$ cat src/rtl/kd_tree_node_loader_pkg.sv
// Shared definitions for the KD-tree node loader and the internal node storage word.
package kd_tree_node_loader_pkg;

  localparam int unsigned STORAGE_WIDTH = 22;
  localparam int unsigned IDX_WIDTH     = 3;
  localparam int unsigned MEDIAN_WIDTH  = 11;
  localparam int unsigned MEDIAN_LSB    = 11;
  localparam int unsigned PAD_WIDTH     = MEDIAN_LSB - IDX_WIDTH;
  localparam int unsigned MAX_DIM_IDX   = 4;

  typedef enum logic [1:0] {
    ST_IDLE = 2'd0,
    ST_LOAD = 2'd1,
    ST_DONE = 2'd2
  } loader_state_e;

  // Node storage word: median in the top field, split dimension in the bottom field.
  typedef struct packed {
    logic [MEDIAN_WIDTH-1:0] median;
    logic [PAD_WIDTH-1:0]    pad;
    logic [IDX_WIDTH-1:0]    idx;
  } node_word_t;

  function automatic node_word_t pack_node_word(input logic [IDX_WIDTH-1:0]    idx,
                                                input logic [MEDIAN_WIDTH-1:0] median);
    node_word_t w;
    w.median = median;
    w.pad    = '0;
    w.idx    = idx;
    return w;
  endfunction

endpackage

$ cat src/rtl/kd_node_wen_decoder.sv
// Registered binary-to-one-hot write-strobe decoder; all-zero when not enabled.
module kd_node_wen_decoder #(
  parameter int unsigned ADDR_WIDTH = 5,
  parameter int unsigned NUM_NODES  = 31
) (
  input  logic                  clk,
  input  logic                  rst_n,
  input  logic                  en,
  input  logic [ADDR_WIDTH-1:0] addr,
  output logic [NUM_NODES-1:0]  wen
);

  logic [NUM_NODES-1:0] wen_d;
  logic [NUM_NODES-1:0] wen_q;

  always_comb begin
    wen_d = '0;
    for (int unsigned i = 0; i < NUM_NODES; i++) begin
      wen_d[i] = en && (addr == ADDR_WIDTH'(i));
    end
  end

  always_ff @(posedge clk or negedge rst_n) begin
    if (!rst_n) begin
      wen_q <= '0;
    end else begin
      wen_q <= wen_d;
    end
  end

  assign wen = wen_q;

endmodule

$ cat src/rtl/kd_tree_node_loader.sv
// Streams (split dimension, median) pairs into the KD-tree internal nodes in heap order.
module kd_tree_node_loader #(
  parameter int unsigned NUM_NODES     = 31,
  parameter int unsigned ADDR_WIDTH    = 5,
  parameter int unsigned STORAGE_WIDTH = kd_tree_node_loader_pkg::STORAGE_WIDTH
) (
  input  logic                     clk,
  input  logic                     rst_n,
  input  logic                     start,
  input  logic                     in_valid,
  output logic                     in_ready,
  input  logic [2:0]               in_idx,
  input  logic [10:0]              in_median,
  output logic [NUM_NODES-1:0]     wen,
  output logic [STORAGE_WIDTH-1:0] wdata,
  output logic                     busy,
  output logic                     done,
  output logic                     err
);

  import kd_tree_node_loader_pkg::loader_state_e;
  import kd_tree_node_loader_pkg::ST_IDLE;
  import kd_tree_node_loader_pkg::ST_LOAD;
  import kd_tree_node_loader_pkg::ST_DONE;
  import kd_tree_node_loader_pkg::MAX_DIM_IDX;
  import kd_tree_node_loader_pkg::pack_node_word;

  loader_state_e             state_q, state_d;
  logic [ADDR_WIDTH-1:0]     cnt_q, cnt_d;
  logic [STORAGE_WIDTH-1:0]  wdata_q, wdata_d;
  logic                      in_ready_q, in_ready_d;
  logic                      busy_q, busy_d;
  logic                      done_q, done_d;
  logic                      err_q, err_d;
  logic                      hs_c;

  assign hs_c = in_valid && in_ready_q;

  // Next state, node counter and registered output values.
  always_comb begin
    state_d = state_q;
    cnt_d   = cnt_q;
    wdata_d = wdata_q;
    err_d   = err_q;
    case (state_q)
      ST_IDLE: begin
        if (start) begin
          state_d = ST_LOAD;
          cnt_d   = '0;
          err_d   = 1'b0;
        end
      end
      ST_LOAD: begin
        if (hs_c) begin
          wdata_d = STORAGE_WIDTH'(pack_node_word(in_idx, in_median));
          cnt_d   = cnt_q + ADDR_WIDTH'(1);
          if (in_idx > 3'(MAX_DIM_IDX)) begin
            err_d = 1'b1;
          end
          if (cnt_q == ADDR_WIDTH'(NUM_NODES - 1)) begin
            state_d = ST_DONE;
          end
        end
      end
      ST_DONE: state_d = ST_IDLE;
      default: state_d = ST_IDLE;
    endcase
    in_ready_d = (state_d == ST_LOAD);
    busy_d     = (state_d != ST_IDLE);
    done_d     = (state_d == ST_DONE);
  end

  always_ff @(posedge clk or negedge rst_n) begin
    if (!rst_n) begin
      state_q    <= ST_IDLE;
      cnt_q      <= '0;
      wdata_q    <= '0;
      in_ready_q <= 1'b0;
      busy_q     <= 1'b0;
      done_q     <= 1'b0;
      err_q      <= 1'b0;
    end else begin
      state_q    <= state_d;
      cnt_q      <= cnt_d;
      wdata_q    <= wdata_d;
      in_ready_q <= in_ready_d;
      busy_q     <= busy_d;
      done_q     <= done_d;
      err_q      <= err_d;
    end
  end

  // Strobe for the node addressed by the pre-increment counter.
  kd_node_wen_decoder #(
    .ADDR_WIDTH (ADDR_WIDTH),
    .NUM_NODES  (NUM_NODES)
  ) u_wen_dec (
    .clk   (clk),
    .rst_n (rst_n),
    .en    (hs_c),
    .addr  (cnt_q),
    .wen   (wen)
  );

  assign in_ready = in_ready_q;
  assign wdata    = wdata_q;
  assign busy     = busy_q;
  assign done     = done_q;
  assign err      = err_q;

endmodule

$ cat config.mk
export PLATFORM = sky130hd
export DESIGN_NAME = kd_tree_node_loader
export DESIGN_NICKNAME = d
export VERILOG_FILES = /design/src/rtl/kd_tree_node_loader_pkg.sv /design/src/rtl/kd_node_wen_decoder.sv /design/src/rtl/kd_tree_node_loader.sv
export SDC_FILE = /design/constraint.sdc
export NUM_CORES = 1
export LEC_CHECK = 0
export BUFFER_PORTS_ARGS = -buffer_cell sky130_fd_sc_hd__buf_2
export CORE_MARGIN = 1
export CORE_UTILIZATION = 48
export DETAILED_ROUTE_END_ITERATION = 7
export PLACE_DENSITY = 0.88
export SKIP_LAST_GASP = 1
export SYNTH_ARGS = -nofsm -noshare
export SYNTH_HDL_FRONTEND = slang
export SYNTH_HIERARCHICAL = 1
export SYNTH_SLANG_ARGS = --single-unit
$ cat constraint.sdc
create_clock -name clk -period 2 [get_ports clk]
set_input_delay 0.2 -clock clk [delete_from_list [all_inputs] [get_ports clk]]
set_output_delay 0.2 -clock clk [all_outputs]
set_load 0.03 [all_outputs]
# ---- Word-level counts from Yosys, hierarchy flattened
# Index checks and enable logic that the tools add are counted.
dict set report totals {
  wordCells 96
  out_inout_bits 57
  in_bits 18
  ff_bits 56
}
dict set report classes {
  n_reduce_logical 39
  add_sub_neg 1
  muxes 11
  n_eq_ne 36
  magnitude_cmp 1
}
# op count
set op_table {}
lappend op_table {{$eq A5 B5 Y1 const B} 15}
lappend op_table {{$eq A5 B4 Y1 const B} 8}
lappend op_table {{$logic_and A1 B1 Y1} 32}
lappend op_table {{$eq A5 B3 Y1 const B} 4}
lappend op_table {{$eq A5 B2 Y1 const B} 2}
lappend op_table {{$mux W5} 2}
lappend op_table {{$pmux W5 S2} 1}
lappend op_table {{$mux W2} 3}
lappend op_table {{$add A5 B1 Y5 const B} 1}
lappend op_table {{$eq A5 B1 Y1 const B} 1}
lappend op_table {{$logic_not A5 Y1} 1}
lappend op_table {{$eq A2 B1 Y1 const B} 2}
lappend op_table {{$ne A2 B2 Y1 const B} 2}
lappend op_table {{$pmux W2 S2} 1}
lappend op_table {{$reduce_and A4 Y1} 1}
lappend op_table {{$reduce_bool A2 Y1} 2}
lappend op_table {{$gt A3 B3 Y1 const B} 1}
lappend op_table {{$mux W1} 3}
lappend op_table {{$reduce_and A3 Y1} 1}
lappend op_table {{$eq A2 B2 Y1 const B} 1}
lappend op_table {{$logic_not A2 Y1} 1}
lappend op_table {{$ne A2 B1 Y1 const B} 1}
lappend op_table {{$pmux W1 S2} 1}
lappend op_table {{$reduce_and A2 Y1} 1}

# ---- Depth between registers and ports, before layout
dict set report logic_depth {
  ltp_word 5
  ltp_mapped 5
  mapped_depth_nobuf 5
}

# ---- Hierarchy
# The synthesis kept the hierarchy.
# mod cells_each instances area_each_um2 seq_area_each_um2
set modules_own_cells {}
lappend modules_own_cells {kd_tree_node_loader 86 1 1087.3 625.6}
lappend modules_own_cells {kd_node_wen_decoder 77 1 1006.0 775.7}

# ---- Worst setup path before layout
# OpenSTA, ideal clock, no wires.
dict set report synth_path {
  path_type {reg-to-reg}
  from {register in_ready_q (netlist: in_ready)}
  to {register u_wen_dec.wen_q[12] (netlist: u_wen_dec/wen[12])}
  path_stages_with_launch 5
  slack_ns 0.465
  synth_period_minus_slack_ns 1.535
  setup_ns 0.074
  path_buffers 0
  arrival_time_ns 1.461
  t_required_ns 1.926
  path_cell_list {dfrtp_1 nand2_1 inv_1 or4b_4 nor2_1}
}
dict set report synth_between {
  elab_chain_cells 2
}
# element line
set synth_lines {}
lappend synth_lines {{from (decl)} kd_tree_node_loader.sv:31} ;# logic in_ready_q, in_ready_d;
lappend synth_lines {{from (signal assigned)} kd_tree_node_loader.sv:86} ;# in_ready_q <= in_ready_d;
lappend synth_lines {{$logic_and A1 B1 Y1} kd_tree_node_loader.sv:37} ;# assign hs_c = in_valid && in_ready_q;
lappend synth_lines {{via hs_c} kd_tree_node_loader.sv:35} ;# logic hs_c;
lappend synth_lines {{$logic_and A1 B1 Y1} kd_node_wen_decoder.sv:19} ;# wen_d[i] = en && (addr == ADDR_WIDTH'(i));
lappend synth_lines {{via u_wen_dec.wen_d[12]} kd_node_wen_decoder.sv:13} ;# logic [NUM_NODES-1:0] wen_d;
lappend synth_lines {{to (signal assigned)} kd_node_wen_decoder.sv:27} ;# wen_q <= wen_d;
lappend synth_lines {{to (decl)} kd_node_wen_decoder.sv:14} ;# logic [NUM_NODES-1:0] wen_q;
# The timed path passes the listed nets, and every way through them passes these cells.
# A chain may end at the register's enable or synchronous reset.

# ---- Final worst setup path
dict set report layout_path {
  from {register cnt_q[0]}
  to {register cnt_q[4]}
}
dict set report layout_between {
  elab_chain_cells 3
}
# element line
set layout_lines {}
lappend layout_lines {{from (decl)} kd_tree_node_loader.sv:29} ;# logic [ADDR_WIDTH-1:0] cnt_q, cnt_d;
lappend layout_lines {{from (signal assigned)} kd_tree_node_loader.sv:84} ;# cnt_q <= cnt_d;
lappend layout_lines {{$add A5 B1 Y5} kd_tree_node_loader.sv:56} ;# cnt_d = cnt_q + ADDR_WIDTH'(1);
lappend layout_lines {{$mux W5} kd_tree_node_loader.sv:54} ;# if (hs_c) begin
lappend layout_lines {{$pmux W5 S2} kd_tree_node_loader.sv:45} ;# case (state_q)
# Every way passes these cells. The select of a mux whose other input is x is not followed.

==> results by group <==
Yosys
  • Synth warnings: 6
  • Mean Syn Cell Area: 12.8 µm²
  • Synthesized flop and latch total: 56
  • Mapped cell area: 2090 µm²
  • Synth area leaders: dfrtp_1 67%, mux2_2 7.5%, nor2_1 5.9%
  • Largest area contributor in the netlist: dfrtp_1
  • Yosys cell types: 29
  • Sequential share of the synthesized area: 66.9%
  • Yosys top cell area share: 66.9%
  • Syn Inst Count: 163

Clock tree
  • CTS Buf Count: 5
  • Clock slew at reported path FFs: 0.09 ns
  • Deepest clock path buffer count: 2
  • Clk root buf: clkbuf_8
  • CTS Sinks: 56
  • Worst skew pair latency: 0.30 ns
  • H-tree lvl count: 2
  • CTS tree: built
  • # resized after CTS: 0

Power and ir drop
  • LEAKAGE: 1.33 nW
  • Switching Fraction: 37.5%
  • Flop pwr share: 45.8%
  • Max VDD drop: 0.000641 V
  • Power Dens Cells: 1290 nW/µm²
  • Net Sw Power: 1.25 mW
  • Clock Power Share: 21.2%
  • Power Internal: 2.08 mW
  • Logic gate share of total power: 33.0%

Floorplanning
  • Row count: 23
  • Die Area: 4630 µm²
  • Num ports: 75
  • Initial core utilization: 51.2%
  • DIE WIDTH: 68.0 µm
  • Core area: 4090 µm²
  • Die height: 68.0 µm

Cells and area
  • Layout cells sized above 1: 38.9%
  • # diodes: 0
  • Total Nets Final: 253
  • # fillers: 330
  • P&R area growth vs syn: 23.1%
  • FF/Latch Area: 1400 µm²
  • Multi-input logic area: 622 µm²
  • Design area: 2580 µm²

Worst setup path
  • Reg2Reg Depth: 4
  • Startpoint types: flip-flop
  • Endpoint type of the worst setup path: flip-flop
  • Worst EP required: 2.23 ns
  • CP max FO: 13
  • CP Class: reg -> reg
  • Worst EP arrival: 1.80 ns

Timing
  • Worst Skew: 0.00645 ns
  • Fin. Hold Viols: 0
  • Crit path time final: 1.57 ns
  • RSZ-0062 raised after global routing: false
  • Max_slew headroom: 58.6%
  • Fmax: 637 MHz
  • Final Cycle Share: 78.5%
  • Final setup viols: 0
  • Slew @ Worst Pin: 0.620 ns
  • Setup_tns: 0 ns
  • Slew Limit Fails: 0

Min path
  • Hold Path Stages: 2
  • HP Class: in -> reg

Placed design
  • Placer congestion estimate: 0.816
  • DPL Wire Length: 2620 µm
  • Placed Instance Area: 2460 µm²
  • Port Buffers: 66

Drt
  • Drt via density: 5.06
  • Remaining DRCs: 0
  • Vias: 1436
  • Post-DRT Antenna Nets: 0
  • Drt first pass iters: 4
  • Drt wl/cell: 13.0 µm
  • Routed Wire Length: 3690 µm
  • Starting DRT DRC Count: 72

GRT
  • GRT Overall Usage: 17.3%
  • Initial antenna violation count: 0
  • Vias in the first global route: 1291
  • GR Overflow Total: 0
  • Global-route wire length before repair: 5850 µm
  • Largest net degree at the start of global routing: 30

Job
  • Max-Cap Viols: 0

Run status
  • Status: complete, no violations
cells in the mapped netlist (all sizes together):
library cell / number
a21o: 1
a21oi: 3
buf: 10
clkbuf: 3
conb: 1
dfrtp: 56
ha: 2
inv: 4
mux2: 14
nand2: 4
nand2b: 3
nand3: 2
nand4: 1
nand4b: 4
nand4bb: 3
nor2: 33
nor3: 2
nor4: 2
o211ai: 1
o21ai: 5
o311ai: 1
o31ai: 3
or2: 1
or3: 1
or3b: 1
or4: 1
or4b: 1
power groups by stage:
stage | registers (mW) | clock network, mW | logic [mW]
finish | 1.53 | 0.708 | 1.10
CTS | 1.53 | 0.729 | 1.11
global route | 1.57 | 0.764 | 1.20
global placement | 1.54 | 0 | 1.08
floorplan | 1.84 | 0 | 0.498
detailed placement | 1.55 | 0 | 1.11
cell usage in the layout, fill, tap and decap left out, drive strengths merged, types with 3 or more instances in the layout:
master   synthesis  final
o21ai            5      5
nand4bb          3      3
conb             1      8
o31ai            3      3
buf             10     68
nor2            33     33
nand4b           4      4
nand2b           3      3
clkbuf           3      6
inv              4      4
nand2            4      4
dfrtp           56     56
a21oi            3      3
mux2            14     14
repair_timing:
item,CTS,global route
hold buffers,1,0
hold endpoints to repair,27,0
buffers inserted,0,0
layer usage:
metal	global-route usage, %	wire length (µm)	up-vias
li1	-	-	675
met1	22.0	1600	696
met2	28.2	1790	58
met3	4.17	236	7
met4	7.03	64	0
met5	0	0	-
worst paths after layout:
check	startpoint	to	slack, ns
setup / recovery	cnt_q[0]$_DFFE_PN0P_	cnt_q[4]$_DFFE_PN0P_	0.43
hold / removal	in_median[5]	wdata[16]$_DFFE_PN0P_	0.12
setup reg to reg	cnt_q[0]$_DFFE_PN0P_	cnt_q[4]$_DFFE_PN0P_	0.43
hold reg to reg	err$_DFFE_PN0P_	err$_DFFE_PN0P_	0.48
max in group asynchronous	rst_n	wdata[14]$_DFFE_PN0P_	1.00
min in group asynchronous	rst_n	u_wen_dec/wen[18]$_DFF_PN0_	0.44
worst max-delay path, stage by stage (launching register included):
cell	delay, ns
dfrtp_1	0.55
ha_1	0.20
inv_1	0.07
or4_1	0.53
a21oi_1	0.16
registers in the layout (all words and copies together) (netlist names):
name and cells:
wdata 14, cnt_q 5, err 1, busy 1, in_ready 1, u_wen_dec/wen 31
done 1, state_q 2
cells by family after synthesis:
family | count (synthesis) | share of synthesized area, %
AO/OA/AOI/OAI | 14 | 4.12
adder cells (fa/ha/maj) | 2 | 1.20
buffers and inverters | 17 | 4.60
flip-flops | 56 | 66.9
multiplexers | 14 | 7.53
other | 1 | 0.179
AND/OR/NAND/NOR | 59 | 15.4
metrics by stage:
| stage | std cells | utilization, % | hold WS, ns | worst slack (ns) | power, mW |
|---|---|---|---|---|---|
| after floorplan | 170 | - | -0.0956 | 0.465 | 2.34 |
| after global placement | 275 | 60.2 | 0.246 | 0.525 | 2.61 |
| after detailed placement | 275 | 60.2 | 0.260 | 0.463 | 2.66 |
| after CTS | 284 | 63.0 | 0.117 | 0.441 | 3.37 |
| after global routing | 284 | 63.0 | 0.114 | 0.281 | 3.54 |
| final | 284 | 63.0 | 0.121 | 0.429 | 3.33 |
layout make-up:
class                           count  share of cell area [%]
Inverter                            4                   0.583
Timing Repair Buffer               69                    14.3
Sequential cell                    56                    54.4
Tap cell                           50                    2.43
Clock buffer                        6                    2.82
Multi-Input combinational cell     97                    24.1
Clock inverter                      2                    1.36
Power figures use the tool's default switching activity.
